==> config.mk <==
export PLATFORM = sky130hd
export DESIGN_NAME = data_sram_like_bridge
export DESIGN_NICKNAME = d
export VERILOG_FILES = /design/src/rtl/data_sram_like_bridge.sv
export SDC_FILE = /design/constraint.sdc
export NUM_CORES = 1
export LEC_CHECK = 0
export BUFFER_PORTS_ARGS = -buffer_cell sky130_fd_sc_hd__buf_2
export CORE_MARGIN = 10
export CORE_UTILIZATION = 50
export CTS_BUF_LIST = sky130_fd_sc_hd__clkbuf_16
export CTS_CLUSTER_DIAMETER = 30
export DETAILED_ROUTE_END_ITERATION = 6
export PLACE_DENSITY = 0.94
export SLEW_MARGIN = 20
export SYNTH_ARGS = -nofsm -noshare
export SYNTH_HDL_FRONTEND = slang
export SYNTH_SLANG_ARGS = --single-unit
==> constraint.sdc <==
create_clock -name clk -period 4.7 [get_ports clk]
set_input_delay 1.175 -clock clk [delete_from_list [all_inputs] [get_ports clk]]
set_output_delay 1.175 -clock clk [all_outputs]
set_load 0.005 [all_outputs]
==> src/rtl/data_sram_like_bridge.sv <==
// rtl/data_sram_like_bridge.sv - single-outstanding CPU data-SRAM to sram-like bus bridge
// Decodes the store formatter's byte enables into one bus transaction and stalls until it completes.
module data_sram_like_bridge #(
    parameter bit MAP_KSEG = 1'b1
) (
    input  logic        clk,
    input  logic        resetn,
    input  logic        data_en,
    input  logic [3:0]  data_wen,
    input  logic [31:0] data_addr,
    input  logic [31:0] data_wdata,
    input  logic        stall_other,
    output logic [31:0] data_rdata,
    output logic        data_stall,
    output logic        bus_req,
    output logic        bus_wr,
    output logic [1:0]  bus_size,
    output logic [31:0] bus_addr,
    output logic [31:0] bus_wdata,
    input  logic        bus_addr_ok,
    input  logic        bus_data_ok,
    input  logic [31:0] bus_rdata
);

    typedef enum logic [1:0] {IDLE, REQ, WAIT, HOLD} state_t;

    state_t      state;
    state_t      state_nx;
    logic        legal;
    logic [1:0]  dec_size;
    logic [1:0]  dec_low;
    logic [31:0] map_addr;
    logic [31:0] rdata_r;
    logic        launch;

    // The byte lanes, not the incoming address, determine the low address bits.
    always_comb begin
        legal    = 1'b1;
        dec_size = 2'd2;
        dec_low  = 2'd0;
        case (data_wen)
            4'b0000: dec_size = 2'd2;
            4'b1111: dec_size = 2'd2;
            4'b0001: dec_size = 2'd0;
            4'b0010: begin dec_size = 2'd0; dec_low = 2'd1; end
            4'b0100: begin dec_size = 2'd0; dec_low = 2'd2; end
            4'b1000: begin dec_size = 2'd0; dec_low = 2'd3; end
            4'b0011: dec_size = 2'd1;
            4'b1100: begin dec_size = 2'd1; dec_low = 2'd2; end
            default: legal = 1'b0;
        endcase
    end

    always_comb begin
        map_addr = {data_addr[31:2], dec_low};
        if (MAP_KSEG && (data_addr[31:30] == 2'b10))
            map_addr[31:29] = 3'b000;
    end

    assign launch = (state == IDLE) && data_en && legal;

    always_ff @(posedge clk or negedge resetn) begin
        if (!resetn)
            state <= IDLE;
        else
            state <= state_nx;
    end

    always_ff @(posedge clk or negedge resetn) begin
        if (!resetn) begin
            bus_wr    <= 1'b0;
            bus_size  <= 2'd0;
            bus_addr  <= 32'd0;
            bus_wdata <= 32'd0;
        end else if (launch) begin
            bus_wr    <= (data_wen != 4'b0000);
            bus_size  <= dec_size;
            bus_addr  <= map_addr;
            bus_wdata <= data_wdata;
        end
    end

    always_ff @(posedge clk or negedge resetn) begin
        if (!resetn)
            rdata_r <= 32'd0;
        else if ((state == WAIT) && bus_data_ok && !bus_wr)
            rdata_r <= bus_rdata;
    end

    // Completion releases the stall in the same cycle so the pipeline advances with the data.
    always_comb begin
        state_nx   = state;
        bus_req    = 1'b0;
        data_stall = 1'b0;
        data_rdata = rdata_r;
        case (state)
            IDLE: begin
                if (launch) begin
                    state_nx   = REQ;
                    data_stall = 1'b1;
                end
            end
            REQ: begin
                bus_req    = 1'b1;
                data_stall = 1'b1;
                if (bus_addr_ok)
                    state_nx = WAIT;
            end
            WAIT: begin
                if (bus_data_ok) begin
                    data_rdata = bus_rdata;
                    state_nx   = stall_other ? HOLD : IDLE;
                end else begin
                    data_stall = 1'b1;
                end
            end
            HOLD: begin
                if (!stall_other)
                    state_nx = IDLE;
            end
            default: state_nx = IDLE;
        endcase
    end

endmodule
==> metrics.md <==
| Metric | Value |
|---|---|
| Outcome | `completed` |
| Min-delay worst type | `reg -> reg` |
| Slowest library cell on the worst path | `mux2_2` |
| Max stage delay on crit path | `0.39 ns` |
| Clk sinks | `101` |
| Initial antenna violation count | `0` |
| Total GRT Usage | `16.4%` |
| Layout cells sized above 1 | `72.3%` |
| Global route overflow | `0` |
| Sequential share of power | `42.0%` |
| DRC violation total after the first TritonRoute iteration | `94` |
| First-pass GRT wire length | `17200 µm` |
| Distinct cells, synth | `24` |
| CTS buffer count | `9` |
| Final HPWL from detailed placement | `8720 µm` |
| M2 GR Usage | `28.6%` |
| Data arrival, critical path | `2.29 ns` |
| Setup Slack @ Placement | `1.22 ns` |
| Worst IR Drop VDD | `0.285 mV` |
| Max frequency | `289 MHz` |
| CP Launch Type | `primary input` |
| Pwr Density | `626 nW/µm²` |
| Nets | `589` |
| DR vias | `2992` |
| Crit Path Max Fanout | `33` |
| Number of global-route vias before repair | `3363` |
| Commonest cells after routing, fill and taps aside | `203 x buf_2, 101 x mux2_2, 101 x dfrtp_1, 28 x mux2_4, 9 x clkbuf_16` |
| Critical-path cell list | `buf_2, nand3b_1, buf_4, mux2_2, buf_2` |
| Hold Slack | `0.501 ns` |
| Setup Buffers After CTS | `0` |
| Cell repeated most along the worst path | `buf_2` |
| DRC Markers | `0` |
| Synthesized instance count | `277` |
| Sequential element share of the synthesized area | `57.7%` |
| Comb power frac | `39.4%` |
| Tcrit/Tclk final | `73.6%` |
| CP required | `3.52 ns` |
| GRT met3 Usage | `6.67%` |
| Routed length per instance | `18.7 µm` |
| Clock power share | `18.6%` |
| Routed Antenna Nets | `0` |
| Most common cell after layout, fill and taps aside | `buf_2` |
| Core area | `8640 µm²` |
| CTS clk-pin slew, worst paths | `0.06 ns` |
| Row count | `34` |
| Inserted Diodes | `0` |
| Area of the die | `12900 µm²` |
| Sw frac | `29.9%` |
| Post-DP Area | `5480 µm²` |
| Leakage | `2.93 nW` |
| Area Overhead vs Synth | `31.3%` |
| # port buffers | `204` |
| Min Tclk post-route | `3.46 ns` |
| # setup viols final | `0` |
| Sw Pwr | `1.08 mW` |
| Least-Margin Pin Slew | `1.07 ns` |
| H-tree depth | `3` |
| Average size of a mapped cell | `15.8 µm²` |
| Global Route met1 Usage | `17.6%` |
| Fin Setup TNS | `0 ns` |
| CTS Buffer Depth | `2` |
| Largest net degree at the start of global routing | `70` |
| CTS Hold Bufs | `0` |
| Root Driver | `clkbuf_16` |
| Clk_lat worst skew | `0.33 ns` |
| Post-Syn Nets | `383` |
| TritonRoute pass-1 iters | `4` |
| Critical Setup Path Class | `in -> out` |
| Ports | `207` |
| Crit. End Element | `output pin` |
| Die outline height | `114 µm` |
| Final hold vios | `0` |
| Vias per cell | `5.02` |
| DP Cell Count | `580` |
| Internal | `2.52 mW` |
| Max cap viols | `0` |
| PostCTS Resize Cnt | `0` |
| Synthesis warning total | `0` |
| Busiest grt layer | `met2` |
| Final setup margin | `1.24 ns` |
| Die width | `114 µm` |
| Slew HR | `28.6%` |
| Final slew viol count | `0` |
| Clk_skew | `0.00925 ns` |
| Final Non-Filler Cells | `596` |
| CTS tree | `yes` |
| Final WL | `11100 µm` |
| Post-Synthesis Cell Area | `4380 µm²` |
| Post-route cell area | `5750 µm²` |
| Synth Register Bits | `101` |
| RSZ-0062 raised after global routing | `no` |
| GP Congestion | `0.749` |
| Initial core utilization | `50.8%` |
[sequential cells by signal, indices dropped and copies added, names as in the netlist]
register and count:
bus_addr 32, state 2, bus_size 2, bus_wdata 32, rdata_r 32, bus_wr 1
[cell type report]
| cell class | instances | area (µm²) |
|---|---|---|
| Multi-Input combinational cell | 158 | 1750 |
| Fill cell | 651 | 2880 |
| Timing Repair Buffer | 208 | 1050 |
| Clock buffer | 9 | 225 |
| Sequential cell | 101 | 2530 |
| Clock inverter | 7 | 43.8 |
| Inverter | 5 | 18.8 |
| Tap cell | 108 | 135 |
[kinds of logic after synthesis]
kind of cell	count (synthesis)	synth area share, %
muxes	131	36.0
DFF	101	57.7
and+or+nand+nor	18	2.23
buffers and inverters	18	2.65
AOI/OAI and AO/OA	8	1.26
xor gates and xnor gates	1	0.200
[power by group through the flow]
stage / sequential (mW) / combinational [mW] / clock (mW)
6_report: 1.51 / 1.42 / 0.669
5_1_grt: 1.57 / 1.55 / 0.716
4_1_cts: 1.52 / 1.46 / 0.688
3_5_place_dp: 1.52 / 1.46 / 0
3_3_place_gp: 1.49 / 1.40 / 0
2_1_floorplan: 1.52 / 0.764 / 0
[path summary, 6_finish.rpt]
check	endpoint	from	depth (start not counted)	slack [ns]
min in group asynchronous	rdata_r[27]	resetn	1	0.96
max in group asynchronous	bus_wdata[21]	resetn	2	2.98
setup reg to reg	bus_addr[19]	state[1]	3	2.58
setup / recovery	data_rdata[10]	bus_data_ok	5	1.24
hold / removal	bus_size[1]	bus_size[1]	1	0.50
hold reg to reg	bus_size[1]	bus_size[1]	1	0.50
[per-stage QoR]
stage               power, mW  utilization [%]
CTS                      3.67             66.6
global route             3.83             66.6
detailed placement       2.98             63.5
finish                   3.60             66.6
global placement         2.89             63.5
floorplan                2.28                -
[synth_stat cells]
library cell	instances	share of area, %
nor2b_1	2	0.29
a31o_2	1	0.20
mux2_4	28	9.6
nor2_1	4	0.34
buf_4	3	0.51
o21ai_0	3	0.34
buf_2	6	0.69
a222oi_1	1	0.23
nor3b_1	1	0.17
nor4bb_1	1	0.23
xnor2_1	1	0.20
o22ai_1	1	0.14
a21oi_1	1	0.11
or4_1	1	0.17
o211a_1	1	0.23
buf_6	4	1.0
nand2_1	5	0.43
mux2_2	101	26
dfrtp_1	101	58
nor3_1	2	0.23
mux2i_1	2	0.46
inv_1	5	0.43
and4_1	1	0.20
nand3b_1	1	0.17
[routing by layer]
metal	part of all wire, %	vias to the layer above
li1	-	1408
met1	37	1448
met2	52	121
met3	9.3	15
met4	1.5	0
met5	0	-
[critical path, delay by kind of cell]
| kind | cells | cell delay (ns) |
|---|---|---|
| buffers and inverters | 3 | 0.63 |
| muxes | 1 | 0.39 |
| and+or+nand+nor | 1 | 0.08 |
No activity file was read; power rests on OpenSTA's default activity.
